==> config.mk <==
export PLATFORM = sky130hd
export DESIGN_NAME = alu_sequencer
export DESIGN_NICKNAME = d
export VERILOG_FILES = /design/src/rtl/jac_alu_pkg.sv /design/src/rtl/jac_regfile.sv /design/src/rtl/alu_sequencer.sv
export SDC_FILE = /design/constraint.sdc
export NUM_CORES = 1
export LEC_CHECK = 0
export CAP_MARGIN = 20
export CORE_MARGIN = 8
export CORE_UTILIZATION = 35
export DETAILED_ROUTE_END_ITERATION = 10
export GPL_TIMING_DRIVEN = 0
export SLEW_MARGIN = 10
export SYNTH_ARGS = -nofsm -noshare
export SYNTH_HDL_FRONTEND = slang
export SYNTH_HIERARCHICAL = 1
export SYNTH_SLANG_ARGS = --single-unit
export TNS_END_PERCENT = 5
==> constraint.sdc <==
create_clock -name clk -period 6.75 [get_ports clk]
set_clock_uncertainty 0.2 [all_clocks]
set_input_delay 1.35 -clock clk [delete_from_list [all_inputs] [get_ports clk]]
set_output_delay 1.35 -clock clk [all_outputs]
set_load 0.005 [all_outputs]
==> src/rtl/jac_alu_pkg.sv <==
// rtl/jac_alu_pkg.sv - shared widths, opcodes, status bits and FSM states for the Jac1-8 ALU sequencer
package jac_alu_pkg;

  localparam int DataWidth     = 8;
  localparam int NumOpCodeBits = 5;
  localparam int ParamBits     = 8;
  localparam int NumStatusBits = 3;
  localparam int NumRegs       = 8;
  localparam int RegAddrBits   = 3;

  localparam int STAT_OVF  = 0;
  localparam int STAT_UNF  = 1;
  localparam int STAT_ZERO = 2;

  localparam logic [NumOpCodeBits-1:0] Op_NOP = 5'b0_0000;
  localparam logic [NumOpCodeBits-1:0] Op_ADD = 5'b0_0001;
  localparam logic [NumOpCodeBits-1:0] Op_SUB = 5'b0_0010;
  localparam logic [NumOpCodeBits-1:0] Op_AND = 5'b0_0011;
  localparam logic [NumOpCodeBits-1:0] Op_OR  = 5'b0_0100;
  localparam logic [NumOpCodeBits-1:0] Op_XOR = 5'b0_0101;
  localparam logic [NumOpCodeBits-1:0] Op_NOT = 5'b0_0110;
  localparam logic [NumOpCodeBits-1:0] Op_SHL = 5'b0_0111;
  localparam logic [NumOpCodeBits-1:0] Op_SHR = 5'b0_1000;
  localparam logic [NumOpCodeBits-1:0] Op_VAL = 5'b0_1001;

  typedef enum logic [1:0] {
    ST_IDLE = 2'd0,
    ST_READ = 2'd1,
    ST_EXEC = 2'd2,
    ST_WB   = 2'd3
  } state_e;

  function automatic logic is_legal_op(input logic [NumOpCodeBits-1:0] op);
    return op <= Op_VAL;
  endfunction

endpackage

==> src/rtl/jac_regfile.sv <==
// rtl/jac_regfile.sv - 8x8 register file, two operand reads plus debug read, writeback beats direct load
module jac_regfile
  import jac_alu_pkg::*;
(
  input  logic                   clk,
  input  logic                   rst_n,
  input  logic                   wb_en_i,
  input  logic [RegAddrBits-1:0] wb_addr_i,
  input  logic [DataWidth-1:0]   wb_data_i,
  input  logic                   ld_en_i,
  input  logic [RegAddrBits-1:0] ld_addr_i,
  input  logic [DataWidth-1:0]   ld_data_i,
  input  logic [RegAddrBits-1:0] rd1_addr_i,
  output logic [DataWidth-1:0]   rd1_data_o,
  input  logic [RegAddrBits-1:0] rd2_addr_i,
  output logic [DataWidth-1:0]   rd2_data_o,
  input  logic [RegAddrBits-1:0] dbg_addr_i,
  output logic [DataWidth-1:0]   dbg_data_o
);

  logic [DataWidth-1:0] regs_q [NumRegs];

  // Writeback is assigned last so it overrides a same-address load on the same edge.
  always_ff @(posedge clk or negedge rst_n) begin
    if (!rst_n) begin
      for (int i = 0; i < NumRegs; i++) begin
        regs_q[i] <= '0;
      end
    end else begin
      if (ld_en_i) regs_q[ld_addr_i] <= ld_data_i;
      if (wb_en_i) regs_q[wb_addr_i] <= wb_data_i;
    end
  end

  assign rd1_data_o = regs_q[rd1_addr_i];
  assign rd2_data_o = regs_q[rd2_addr_i];
  assign dbg_data_o = regs_q[dbg_addr_i];

endmodule

==> src/rtl/alu_sequencer.sv <==
// rtl/alu_sequencer.sv - four-state issue controller driving the external ALU_J with regfile writeback
module alu_sequencer
  import jac_alu_pkg::*;
(
  input  logic                     clk,
  input  logic                     rst_n,
  input  logic                     instr_valid,
  output logic                     instr_ready,
  input  logic [NumOpCodeBits-1:0] instr_opcode,
  input  logic [RegAddrBits-1:0]   instr_dst,
  input  logic [RegAddrBits-1:0]   instr_src1,
  input  logic [RegAddrBits-1:0]   instr_src2,
  input  logic [ParamBits-1:0]     instr_param,
  input  logic                     ld_en,
  input  logic [RegAddrBits-1:0]   ld_addr,
  input  logic [DataWidth-1:0]     ld_data,
  output logic [NumOpCodeBits-1:0] alu_opcode,
  output logic [DataWidth-1:0]     alu_operand1,
  output logic [DataWidth-1:0]     alu_operand2,
  output logic [ParamBits-1:0]     alu_param,
  input  logic [DataWidth-1:0]     alu_result,
  input  logic [NumStatusBits-1:0] alu_status,
  output logic [NumStatusBits-1:0] flags,
  output logic                     done,
  output logic                     illegal,
  input  logic [RegAddrBits-1:0]   dbg_addr,
  output logic [DataWidth-1:0]     dbg_data
);

  state_e                   state_q, state_d;
  logic [NumOpCodeBits-1:0] op_q;
  logic [RegAddrBits-1:0]   dst_q, src1_q, src2_q;
  logic [ParamBits-1:0]     param_q;
  logic [NumOpCodeBits-1:0] alu_opcode_q;
  logic [DataWidth-1:0]     operand1_q, operand2_q;
  logic [ParamBits-1:0]     alu_param_q;
  logic [DataWidth-1:0]     result_q;
  logic [NumStatusBits-1:0] status_q;
  logic [NumStatusBits-1:0] flags_q;
  logic [DataWidth-1:0]     rd1_data, rd2_data;
  logic                     op_legal;
  logic                     wb_write;

  assign op_legal = is_legal_op(op_q);

  always_comb begin
    state_d     = state_q;
    instr_ready = 1'b0;
    done        = 1'b0;
    illegal     = 1'b0;
    wb_write    = 1'b0;
    case (state_q)
      ST_IDLE: begin
        instr_ready = 1'b1;
        if (instr_valid) state_d = ST_READ;
      end
      ST_READ: state_d = ST_EXEC;
      ST_EXEC: state_d = ST_WB;
      ST_WB: begin
        done     = 1'b1;
        illegal  = !op_legal;
        wb_write = op_legal && (op_q != Op_NOP);
        state_d  = ST_IDLE;
      end
      default: state_d = ST_IDLE;
    endcase
  end

  always_ff @(posedge clk or negedge rst_n) begin
    if (!rst_n) begin
      state_q      <= ST_IDLE;
      op_q         <= Op_NOP;
      dst_q        <= '0;
      src1_q       <= '0;
      src2_q       <= '0;
      param_q      <= '0;
      alu_opcode_q <= Op_NOP;
      operand1_q   <= '0;
      operand2_q   <= '0;
      alu_param_q  <= '0;
      result_q     <= '0;
      status_q     <= '0;
      flags_q      <= '0;
    end else begin
      state_q <= state_d;
      case (state_q)
        ST_IDLE: begin
          if (instr_valid) begin
            op_q    <= instr_opcode;
            dst_q   <= instr_dst;
            src1_q  <= instr_src1;
            src2_q  <= instr_src2;
            param_q <= instr_param;
          end
        end
        ST_READ: begin
          // Undefined opcodes are presented to the ALU as NOP.
          alu_opcode_q <= op_legal ? op_q : Op_NOP;
          operand1_q   <= rd1_data;
          operand2_q   <= rd2_data;
          alu_param_q  <= param_q;
        end
        ST_EXEC: begin
          result_q <= alu_result;
          status_q <= alu_status;
        end
        ST_WB: begin
          alu_opcode_q <= Op_NOP;
          if (wb_write) flags_q <= status_q;
        end
        default: ;
      endcase
    end
  end

  jac_regfile u_regfile (
    .clk        (clk),
    .rst_n      (rst_n),
    .wb_en_i    (wb_write),
    .wb_addr_i  (dst_q),
    .wb_data_i  (result_q),
    .ld_en_i    (ld_en),
    .ld_addr_i  (ld_addr),
    .ld_data_i  (ld_data),
    .rd1_addr_i (src1_q),
    .rd1_data_o (rd1_data),
    .rd2_addr_i (src2_q),
    .rd2_data_o (rd2_data),
    .dbg_addr_i (dbg_addr),
    .dbg_data_o (dbg_data)
  );

  assign alu_opcode   = alu_opcode_q;
  assign alu_operand1 = operand1_q;
  assign alu_operand2 = operand2_q;
  assign alu_param    = alu_param_q;
  assign flags        = flags_q;

endmodule

# Word-level counts from Yosys, hierarchy flattened
# Cells that the tools add are included.
# W data, S select, Z words.
op_classes:
  n_lt_le_gt_ge: 8
  eq_ne: 4
  mux: 25
  bitwise: 5
  n_reduce_logical: 9
ops:
  columns: ["op", "count"]
  rows:
  - ["$bwmux W64", 2]
  - ["$mux W64", 2]
  - ["$bmux W8 S3", 3]
  - ["$mux W8", 8]
  - ["$demux W8 S3", 2]
  - ["$ge A4 B4 Y1 const B", 5]
  - ["$not A3 Y4", 5]
  - ["$pmux W5 S2", 1]
  - ["$lt A4 B1 Y1 const B", 2]
  - ["$pmux W2 S4", 1]
  - ["$le A5 B4 Y1 const B", 1]
  - ["$mux W5", 1]
  - ["$reduce_bool A5 Y1", 1]
  - ["$eq A2 B2 Y1 const B", 2]
  - ["$mux W1", 4]
  - ["$reduce_and A2 Y1", 2]
  - ["$logic_and A1 B1 Y1", 3]
  - ["$eq A2 B1 Y1 const B", 1]
  - ["$logic_not A2 Y1", 1]
  - ["$mux W2", 1]
  - ["$ne A2 B2 Y1 const B", 1]
  - ["$reduce_bool A2 Y1", 1]
  - ["$logic_not A1 Y1", 1]
word_totals:
  register_bits: 131
  inputBits: 51

# Depth between registers and ports, before layout
logic_depth:
  word_depth: 9
  depth_mapped: 8
  depth_no_buf: 6

# Hierarchy
# The synthesis kept the hierarchy.
by_module_without_submodules:
  columns: ["mod", "n_inst", "cells_per_inst", "area_per_inst_um2", "seq_area_each_um2"]
  rows:
  - ["jac_regfile", 1, 394, 4775.8, 1601.5]
  - ["alu_sequencer", 1, 157, 2620.0, 1676.6]

# Worst setup path after synthesis
# OpenSTA, ideal clock, no wires.
synth_timing:
  kind: "input-to-output"
  start: "input dbg_addr[0]"
  end: "output dbg_data[0]"
  arrival_ns: 2.393
  t_required_ns: 5.200
  path_slack_ns: 2.807
  cell_stages: 4
  cell_sequence: "buf_6 -> buf_12 -> mux4_1 -> mux2_2"
synth_between:
  elab_chain_len: 4
synth_rtl:
  columns: ["item", "line_no", "text"]
  rows:
  - ["from (decl)", "alu_sequencer.sv:26", "input logic [RegAddrBits-1:0] dbg_addr,"]
  - ["$not A3 Y4 (implied by the code)", "jac_regfile.sv:37", "assign dbg_data_o = regs_q[dbg_addr_i];"]
  - ["$bmux W8 S3", "jac_regfile.sv:37", null]
  - ["$mux W8 (implied by the code) (2 in series)", "jac_regfile.sv:37", null]
  - ["to (decl)", "alu_sequencer.sv:27", "output logic [DataWidth-1:0] dbg_data"]
# Every way passes these cells. The select of a mux whose other input is x is not followed.

# Final worst setup path
layout_timing:
  start: "input dbg_addr[0]"
  end: "output dbg_data[4]"
# The elaborated chain is that of the path after synthesis.

==> flow_summary.yaml <==
outcome:
  outcome: "finished, final reports clean"
flow_run:
  drv_cap: 0
timing:
  slew_violations: 0
  finalCriticalPeriod_ns: 4.55
  fmax_mhz: 220
  worst_slew_pin_slew_ns: 0.864
  rsz0062_at_grt: "no"
  whs_ns: 0.285
  finalCritPeriodShare_pct: 67.4
  setup_viol: 0
  hold_viol: 0
  setup_ws_ns: 2.20
  slew_headroom_pct: 42.3
detailed_routing:
  wl_per_cell_um: 22.2
  num_vias: 5071
  drt_iter0_drc: 372
  drt-total-wl_mm: 20.9
  antenna_left: 0
  via_per_inst: 5.39
  drc: 0
  drt-pass1-iter-count: 4
floorplanning:
  die_h_um: 161
  ios: 94
  die_width_um: 161
  core-area_sq_um: 20900
  rows: 53
  die_area_sq_um: 26000
  initial_utilization_pct: 35.4
clock_tree:
  cts_buffers: 17
  cts.clk_slew.worst_paths_ns: 0.06
  cts_resized: 0
  post_cts_buffers: 0
  clock_latency_ns: 0.41
  cts_num_sinks: 131
  cts_tree: "done"
  cts_hold_buf: 0
  cts_root_buf: "clkbuf_16"
  h-tree-depth: 4
  clockBufferDepth: 2
synthesis:
  synth-edff-count: 0
  ys_top_cells_by_area: "dfrtp_1 44%, mux4_1 15%, mux2_2 12%"
  synth_nets: 606
  synthCells: 551
  synth_top_area_share_pct: 44.3
  ys_ff_latch: 131
  synth_ff_type: "dfrtp_1"
  ys_seq_area_share_pct: 44.3
  yosysMostFrequentCell: "dfrtp_1"
  ys_top_cells_by_count: "131 x dfrtp_1, 81 x mux2_2, 64 x mux2i_1"
  synth_area_leader_cell: "dfrtp_1"
  avgSynthCellArea_sq_um: 13.4
  synthArstFlopShare_pct: 100
  synth_cell_types: 34
  syn-cell-area_sq_um: 7400
  yosysWarnings: 6
critical_path:
  cpMaxStageDelayCell: "mux4_1"
  critPathBufInv: 3
  worstPathRequired_ns: 5.20
  arrival_ns: 3.00
  crit_type: "primary input to output pin"
  r2r_end: "u_regfile/regs_q[61]$_DFF_PN0_"
  cp_cell_sequence: "buf_6, buf_12, mux4_1, mux2_2, clkdlybuf4s50_1"
  crit_path_end_kind: "output pin"
  start_kind: "primary input"
  r2r_slack_ns: 3.58
  r2r_start: "state_q[0]$_DFFE_PN0P_"
  worstPathMaxFanout: 10
  r2r_cells: 7
  cpPeakStageDelay_ns: 0.57
  crit_family: "multiplexers"
min_path:
  min_path_cells: 1
  whs_endpoint: "alu_opcode[4]$_DFFE_PN0P_"
  min-delay-start: "alu_opcode[4]$_DFFE_PN0P_"
  min_path_type: "flip-flop to flip-flop"
placed_design:
  portBuffers: 82
  dpl_cell_area_sq_um: 8590
  place_congestion: 0.903
  dp_hpwl_mm: 14.9
  place_ws_ns: 2.19
layout:
  final_area_sq_um: 9190
  drive_above_1_share_pct: 24.5
  area_growth_pct: 24.2
  layout.nets: 708
  antenna_cells: 0
pwr:
  total_power_w: 0.00446
  p_per_area_nw_per_um2: 485
  vdd_drop_max_v: 0.000184
  p_leak_nw: 3.77
global_routing:
  grt.overflow.total: 0
  antenna_found_initial: 2
  grt_util_all_layers_pct: 16.3
  grt_pass1_vias: 5390
  grt_pass1_wl_mm: 32.2
  grt_start_max_net_pins: 93
## cells in the final DEF (no fill, tap or decap), types with 3 or more instances in the layout
cell type and count:
a21oi_1 33, and4bb_2 4, dfrtp_1 131, buf_12 3, buf_2 21, inv_1 3
clkinvlp_4 3, nand4b_1 6, mux2i_1 64, clkdlybuf4s50_1 81, mux4_2 6, mux2_4 3
a22o_1 3, ha_1 4, nor2_1 35, bufinv_16 3, nand2_1 33, clkbuf_8 3
o21ai_0 31, clkbuf_1 24, mux4_1 42, clkinv_2 4, buf_6 5, clkbuf_16 17
mux2_2 81
## worst max-delay path by stage
stage                      from                        endpoint  slack [ns]  depth (start not counted)
floorplan           dbg_addr[0]                     dbg_data[0]        2.81                          4
global placement          rst_n  u_regfile/regs_q[19]$_DFF_PN0_       -0.90                          1
detailed placement  dbg_addr[0]                     dbg_data[4]        2.19                          5
CTS                 dbg_addr[0]                     dbg_data[4]        2.18                          5
global route        dbg_addr[0]                     dbg_data[4]        2.14                          5
finish              dbg_addr[0]                     dbg_data[4]        2.20                          5
## sequential cells by signal (all words and copies together), names as in the netlist
| register | flops |
|---|---|
| param_q | 8 |
| src2_q | 3 |
| flags | 3 |
| alu_param | 8 |
| alu_operand2 | 8 |
| dst_q | 3 |
| status_q | 3 |
| op_q | 5 |
| alu_operand1 | 8 |
| src1_q | 3 |
| state_q | 2 |
| u_regfile/regs_q | 64 |
| result_q | 8 |
| alu_opcode | 5 |
## through the flow
step	instances	TNS (ns)	util, %
2_1_floorplan	551	0	-
3_3_place_gp	908	-115.31	41.0
3_5_place_dp	909	0	41.1
4_1_cts	940	0	44.0
5_1_grt	940	0	44.0
6_report	940	0	44.0
## layout make-up
cell class              count  area (sq um)
clock buffers              18           439
inverters                   3          11.3
repair buffers             83           850
fillers                  1928         11700
clock inverters            13           159
flip-flops and latches    131          3280
plain buffers              56           335
multi-input cells         361          3770
well taps                 275           344
## kinds of logic after synthesis
kind of cell | Yosys count | share of synthesized area [%]
compound gates | 74 | 5.74
fa+ha+maj | 4 | 0.677
buf+inv | 59 | 4.69
flops | 131 | 44.3
mux | 196 | 38.4
simple gates | 87 | 6.23
## power by group
group	leakage, nW	internal [W]	switching, W
sequential	1.51	0.00119	0.000312
combinational	1.97	0.00119	0.000831
clock	0.288	0.000587	0.000352
## metal layers
metal	GRT usage [%]	vias up	part of all wire [%]
met1	20.4	2590	42
met3	3.77	33	5.1
met4	6.27	4	2.7
met2	27.0	162	50
met5	0	-	0.13
li1	-	2282	-
No activity file was read; power rests on OpenSTA's default activity.
